**config.mk**
```make
export PLATFORM = sky130hd
export DESIGN_NAME = calcgame_round_ctrl
export DESIGN_NICKNAME = d
export VERILOG_FILES = /design/src/rtl/calcgame_round_ctrl.sv
export SDC_FILE = /design/constraint.sdc
export NUM_CORES = 1
export LEC_CHECK = 0
export ABC_AREA = 1
export CELL_PAD_IN_SITES_DETAIL_PLACEMENT = 0
export CELL_PAD_IN_SITES_GLOBAL_PLACEMENT = 2
export CORE_ASPECT_RATIO = 1.75
export CORE_UTILIZATION = 32
export DETAILED_ROUTE_END_ITERATION = 8
export HOLD_SLACK_MARGIN = 0.05
export PLACE_DENSITY_LB_ADDON = 0.1
export SLEW_MARGIN = 10
export SYNTH_ARGS = -nofsm -noshare
export SYNTH_HDL_FRONTEND = slang
export SYNTH_SLANG_ARGS = --single-unit
```
**constraint.sdc**
```tcl
create_clock -name clk_i -period 2 [get_ports clk_i]
set_input_delay 0.4 -clock clk_i [delete_from_list [all_inputs] [get_ports clk_i]]
set_output_delay 0.4 -clock clk_i [all_outputs]
set_load 0.02 [all_outputs]
```
**src/rtl/calcgame_round_ctrl.sv**
```systemverilog
// -----------------------------------------------------------------------------
// calcgame_round_ctrl
//
// Round sequencer for the calculator game. Walks the player through levels
// 1..3. For each level it loads the expected answer and the countdown, then
// runs a one-second timer from an internal tick divider. It judges the one-hot
// answer buttons on a submit edge, shows the result on the lamps for a hold
// period and keeps the running score.
//
// Ports
//   clk_i      system clock (single domain)
//   res_i      synchronous active-high reset
//   start_i    level input; a rising edge starts or restarts a game
//   submit_i   level input; a rising edge submits the current buttons
//   bi_i       answer buttons; bi_i[k] means value 6-k
//   q_ans_i    expected answer for the level on level_o (from the datapath)
//   level_o    0 = idle, 1..3 = active level (question select)
//   timer_o    seconds remaining
//   light_o    100 = wrong, 010 = correct, 001 = timeout, 000 = none
//   score_o    levels answered correctly (0..3)
//   done_o     game over
// -----------------------------------------------------------------------------
module calcgame_round_ctrl #(
  parameter int TICK_DIV   = 100_000_000,
  parameter int T_L1       = 30,
  parameter int T_L2       = 25,
  parameter int T_L3       = 20,
  parameter int HOLD_TICKS = 2
) (
  input  logic       clk_i,
  input  logic       res_i,
  input  logic       start_i,
  input  logic       submit_i,
  input  logic [6:0] bi_i,
  input  logic [3:0] q_ans_i,
  output logic [1:0] level_o,
  output logic [4:0] timer_o,
  output logic [2:0] light_o,
  output logic [1:0] score_o,
  output logic       done_o
);

  // A divider of one still needs a one-bit counter.
  localparam int DIV_W = (TICK_DIV > 1) ? $clog2(TICK_DIV) : 1;
  localparam logic [DIV_W-1:0] DIV_MAX   = DIV_W'(TICK_DIV - 1);
  localparam logic [3:0]       HOLD_LAST = 4'(HOLD_TICKS - 1);

  localparam logic [2:0] LIGHT_NONE    = 3'b000;
  localparam logic [2:0] LIGHT_WRONG   = 3'b100;
  localparam logic [2:0] LIGHT_CORRECT = 3'b010;
  localparam logic [2:0] LIGHT_TIMEOUT = 3'b001;

  typedef enum logic [2:0] {
    ST_IDLE   = 3'd0,
    ST_LOAD   = 3'd1,
    ST_ASK    = 3'd2,
    ST_RESULT = 3'd3,
    ST_OVER   = 3'd4
  } state_e;

  state_e           state_q, state_d;
  logic [1:0]       level_q, level_d;
  logic [4:0]       timer_q, timer_d;
  logic [2:0]       light_q, light_d;
  logic [1:0]       score_q, score_d;
  logic             done_q, done_d;
  logic [3:0]       ans_q, ans_d;
  logic [DIV_W-1:0] div_q, div_d;
  logic [3:0]       hold_q, hold_d;
  logic             start_prev_q;
  logic             submit_prev_q;

  logic start_edge_s;
  logic submit_edge_s;
  logic tick_s;
  logic valid_sub_s;
  logic correct_s;
  logic expire_s;
  logic hold_done_s;

  // True when exactly one button is pressed.
  function automatic logic is_onehot7(input logic [6:0] v);
    return (v != 7'd0) && ((v & (v - 7'd1)) == 7'd0);
  endfunction

  // Numeric value of the pressed button: bi[k] stands for 6-k.
  function automatic logic [3:0] bi_value(input logic [6:0] v);
    logic [3:0] r;
    r = 4'd0;
    for (int k = 0; k < 7; k++) begin
      if (v[k]) begin
        r = 4'(6 - k);
      end else begin
        r = r;
      end
    end
    return r;
  endfunction

  // Countdown length in seconds for a given level.
  function automatic logic [4:0] level_time(input logic [1:0] lvl);
    logic [4:0] t;
    case (lvl)
      2'd1:    t = 5'(T_L1);
      2'd2:    t = 5'(T_L2);
      2'd3:    t = 5'(T_L3);
      default: t = 5'd0;
    endcase
    return t;
  endfunction

  // The history registers come out of reset at 1, so an input held high
  // through reset produces no edge until it has dropped and risen again.
  assign start_edge_s  = start_i & ~start_prev_q;
  assign submit_edge_s = submit_i & ~submit_prev_q;

  // The divider only runs while a countdown or a result hold is in progress.
  assign tick_s      = ((state_q == ST_ASK) || (state_q == ST_RESULT)) && (div_q == DIV_MAX);
  assign valid_sub_s = (state_q == ST_ASK) && submit_edge_s && is_onehot7(bi_i);
  assign correct_s   = (bi_value(bi_i) == ans_q);
  assign expire_s    = (state_q == ST_ASK) && tick_s && (timer_q == 5'd1);
  assign hold_done_s = (state_q == ST_RESULT) && tick_s && (hold_q == HOLD_LAST);

  // State and datapath registers with synchronous reset.
  always_ff @(posedge clk_i) begin
    if (res_i) begin
      state_q       <= ST_IDLE;
      level_q       <= 2'd0;
      timer_q       <= 5'd0;
      light_q       <= LIGHT_NONE;
      score_q       <= 2'd0;
      done_q        <= 1'b0;
      ans_q         <= 4'd0;
      div_q         <= '0;
      hold_q        <= 4'd0;
      start_prev_q  <= 1'b1;
      submit_prev_q <= 1'b1;
    end else begin
      state_q       <= state_d;
      level_q       <= level_d;
      timer_q       <= timer_d;
      light_q       <= light_d;
      score_q       <= score_d;
      done_q        <= done_d;
      ans_q         <= ans_d;
      div_q         <= div_d;
      hold_q        <= hold_d;
      start_prev_q  <= start_i;
      submit_prev_q <= submit_i;
    end
  end

  // Next-state selection for the round sequencer.
  always_comb begin
    state_d = state_q;
    case (state_q)
      ST_IDLE: begin
        if (start_edge_s) begin
          state_d = ST_LOAD;
        end else begin
          state_d = ST_IDLE;
        end
      end
      ST_LOAD: begin
        state_d = ST_ASK;
      end
      ST_ASK: begin
        // A judged submit and an expiring tick both lead to RESULT.
        if (valid_sub_s || expire_s) begin
          state_d = ST_RESULT;
        end else begin
          state_d = ST_ASK;
        end
      end
      ST_RESULT: begin
        if (hold_done_s) begin
          if (level_q == 2'd3) begin
            state_d = ST_OVER;
          end else begin
            state_d = ST_LOAD;
          end
        end else begin
          state_d = ST_RESULT;
        end
      end
      ST_OVER: begin
        if (start_edge_s) begin
          state_d = ST_LOAD;
        end else begin
          state_d = ST_OVER;
        end
      end
      default: begin
        state_d = ST_IDLE;
      end
    endcase
  end

  // Next values of the registered outputs, divider and hold counter.
  always_comb begin
    level_d = level_q;
    timer_d = timer_q;
    light_d = light_q;
    score_d = score_q;
    done_d  = done_q;
    ans_d   = ans_q;
    div_d   = div_q;
    hold_d  = hold_q;
    case (state_q)
      ST_IDLE, ST_OVER: begin
        // Both wait for a start edge, which begins a fresh game at level 1.
        if (start_edge_s) begin
          level_d = 2'd1;
          score_d = 2'd0;
          done_d  = 1'b0;
          light_d = LIGHT_NONE;
        end else begin
          level_d = level_q;
        end
      end
      ST_LOAD: begin
        // level_q has been stable for a cycle, so q_ans_i is settled here.
        ans_d   = q_ans_i;
        timer_d = level_time(level_q);
        light_d = LIGHT_NONE;
        div_d   = '0;
        hold_d  = 4'd0;
      end
      ST_ASK: begin
        if (tick_s) begin
          div_d = '0;
        end else begin
          div_d = div_q + DIV_W'(1);
        end
        if (valid_sub_s) begin
          // A judged submit wins over a same-cycle tick: timer stays frozen.
          if (correct_s) begin
            light_d = LIGHT_CORRECT;
            score_d = score_q + 2'd1;
          end else begin
            light_d = LIGHT_WRONG;
          end
          div_d  = '0;
          hold_d = 4'd0;
        end else if (tick_s) begin
          if (timer_q == 5'd1) begin
            timer_d = 5'd0;
            light_d = LIGHT_TIMEOUT;
            hold_d  = 4'd0;
          end else if (timer_q != 5'd0) begin
            timer_d = timer_q - 5'd1;
          end else begin
            timer_d = timer_q;
          end
        end else begin
          timer_d = timer_q;
        end
      end
      ST_RESULT: begin
        if (tick_s) begin
          div_d = '0;
          if (hold_done_s) begin
            hold_d = 4'd0;
            if (level_q == 2'd3) begin
              done_d = 1'b1;
            end else begin
              level_d = level_q + 2'd1;
            end
          end else begin
            hold_d = hold_q + 4'd1;
          end
        end else begin
          div_d = div_q + DIV_W'(1);
        end
      end
      default: begin
        level_d = 2'd0;
        timer_d = 5'd0;
        light_d = LIGHT_NONE;
        score_d = 2'd0;
        done_d  = 1'b0;
        div_d   = '0;
        hold_d  = 4'd0;
      end
    endcase
  end

  assign level_o = level_q;
  assign timer_o = timer_q;
  assign light_o = light_q;
  assign score_o = score_q;
  assign done_o  = done_q;

endmodule

```
==> flow_metrics.tcl <==
set metrics [dict create \
    status "completed" \
    first_pass_iters 4 \
    diodes 0 \
    yosysSeqAreaShare 0.331 \
    critPathCaptureType "flip-flop" \
    vdd_drop_max_v 0.000546 \
    rsz0062_at_grt "yes" \
    period_needed_ns 1.85 \
    cts_buffers 5 \
    finalSetupViolations 0 \
    worstSetupPathType "flip-flop to flip-flop" \
    drive_above_1_share 0.172 \
    hold_path_class "flip-flop to flip-flop" \
    hold_viol_final 0 \
    power_mw 2.52 \
    instances_no_fill 666 \
    max_clock_freq_mhz 540 \
    die-height_um 134 \
    clockBufferDepth 2 \
    top_level_ports 28 \
    whs_path_depth 2 \
    clk_pin_slew_ns 0.08 \
    wirelength_um 8680 \
    path_delay_family "simple AND/OR/NAND/NOR gates" \
    yosysTopAreaCell "dfxtp_1" \
    async_flop_share 0 \
    netlist-cell-type-count 37 \
    numClockSinks 53 \
    syn-num-nets 511 \
    dp_cells 653 \
    wl_per_cell_um 13.0 \
    vias 3127 \
    drv_cap 0 \
    syn-cell-area_sq_um 3210 \
    crit_fanout 7 \
    cp_slowest_stage_delay_ns 0.41 \
    dp_hpwl_um 6800 \
    yosys_most_used_dff "dfxtp_1" \
    synth.area.top_cells "dfxtp_1 (33%), nand2_1 (13%), nor2_1 (8.8%)" \
    synth-seq-cells 53 \
    synth.top_cell.area_share 0.331 \
    place.gp.congestion 0.796 \
    initial_core_util 0.328 \
    synth_common_cells "nand2_1 (114), nor2_1 (75), inv_1 (61)" \
    reg2reg_depth 11 \
    grt_max_degree 20 \
    relSlewSlack 0.780 \
    cts_tree "done" \
    synth_cells 487 \
    timing.hold.ws_ns 0.457 \
    yosysMostFrequentCell "nand2_1" \
    crit_chain "nand2_1, nor2_2, nand2_4, nor2_4, nand2_1, nor2_2, nand2_2, nor2_4, nand2_1, xor2_2, nor2_2" \
    synth-edff-count 0 \
    cts-root-buf "clkbuf_16" \
    cpMaxStageDelayCell "dfxtp_1" \
    core_region_area_sq_um 9790 \
    ys_warn_count 0 \
    die_area_sq_um 10400 \
    std_cell_rows 48 \
    grt_util_all_layers 0.178 \
    tightest_slew_ns 0.325 \
    cellPowerDensity_nw_per_um2 624 \
    timing.final.crit_share 0.926 \
    fin_nets 564 \
    grt_pass1_wl_um 14500 \
    drtIter0Drc 94 \
    areaGrowthSynthToFinish_pct 26.1 \
    critPathRequiredTime_ns 2.19 \
    ant_nets 0 \
    slew_viol_final 0 \
    critPathLaunchType "flip-flop" \
    htreeDepth 2 \
    arrival_ns 2.05 \
    drcViolationCount 0 \
    overflow 0 \
    path_depth 11 \
    routed_via_density 4.70 \
    leakagePower_nw 1.72 \
    antenna_found_initial 0 \
    grt_pass1_vias 3137 \
    path_buf_inv 0 \
    io_buffers 27 \
    synth.avg_cell_area_sq_um 6.59 \
    worstSkewPairLatency_ns 0.30 \
    fp.dieW_um 77.7 \
    clock_skew_ns 0.00885 \
]
-- where the power goes --
| group | switching [mW] | leakage (nW) | internal, mW |
|---|---|---|---|
| logic | 0.210 | 1.20 | 0.155 |
| registers | 0.0286 | 0.431 | 1.08 |
| clock network | 0.419 | 0.0831 | 0.626 |
| total | 0.658 | 1.72 | 1.87 |
-- cell families (layout without fill, tap and decap cells) --
logic type | count (synthesis) | count (layout) | synth area share
compound gates | 56 | 56 | 0.0963
buf+inv | 77 | 131 | 0.0936
simple gates | 275 | 275 | 0.398
flops | 53 | 53 | 0.331
fa+ha+maj | 9 | 9 | 0.0351
xor+xnor | 17 | 17 | 0.0464
-- cell usage in the layout, fill, tap and decap left out, types with 3 or more instances in the layout --
cell / count
o21ai_1: 5
a31oi_1: 3
clkbuf_16: 5
nor2_2: 10
nand3_1: 26
nor2_4: 6
nand2_2: 11
nor2_1: 69
xor2_1: 10
nor3_2: 3
inv_1: 60
inv_2: 7
or2_2: 5
o21ai_0: 16
nor3_1: 8
ha_1: 8
a21oi_1: 25
dfxtp_1: 51
nand4_1: 14
clkdlybuf4s50_1: 26
xnor2_1: 6
buf_4: 29
nand3_2: 5
nand2_1: 109
-- cell type report --
cell class	instances	area [sq um]
clock buffers	6	139
inverters	67	251
multi-input cells	357	1910
fillers	1090	5740
repair buffers	56	490
clock inverters	2	37.5
flip-flops and latches	53	1070
well taps	125	156
-- worst reg2reg max path: cells and delay by family (launching register included) --
| family | cells | cell delay, ns |
|---|---|---|
| and+or+nand+nor | 10 | 1.17 |
| DFF | 1 | 0.41 |
| xor gates and xnor gates | 1 | 0.16 |
-- per-stage QoR --
step	cell area, sq um	worst slack [ns]	utilization	setup TNS, ns
2_1_floorplan	3210	0.367	-	0
6_report	4050	0.147	0.413	0
3_3_place_gp	3770	-0.218	0.385	-7.23
3_5_place_dp	3770	-0.235	0.385	-7.70
5_1_grt	4050	-0.0248	0.413	-0.0547
4_1_cts	3940	0.0731	0.403	0
-- repair_timing --
action,in CTS,in global routing
setup buffers,0,5
setup endpoints to repair,0,30
gates resized for setup,0,25
hold buffers,0,0
-- per-layer routing --
metal,vias up,GRT usage,wire length [um]
met5,-,0,0
met4,0,0.0608,159
met3,11,0.0270,215
met2,35,0.375,5040
met1,1431,0.167,3260
li1,1650,-,-
-- final timing paths --
check,startpoint,end,slack [ns]
min,ans_q[3],ans_q[3],0.46
min reg2reg,ans_q[3],ans_q[3],0.46
max reg2reg,div_q[4],div_q[18],0.15
max,div_q[4],div_q[18],0.15
-- sequential cells by signal, summed over array words and instances, names as in the netlist --
signal	flops
hold_q	4
submit_prev_q	1
light_o	3
ans_q	4
div_q	27
score_o	2
done_o	1
start_prev_q	1
level_o	2
state_q	3
timer_o	5
(Power assumes the default switching activity.)
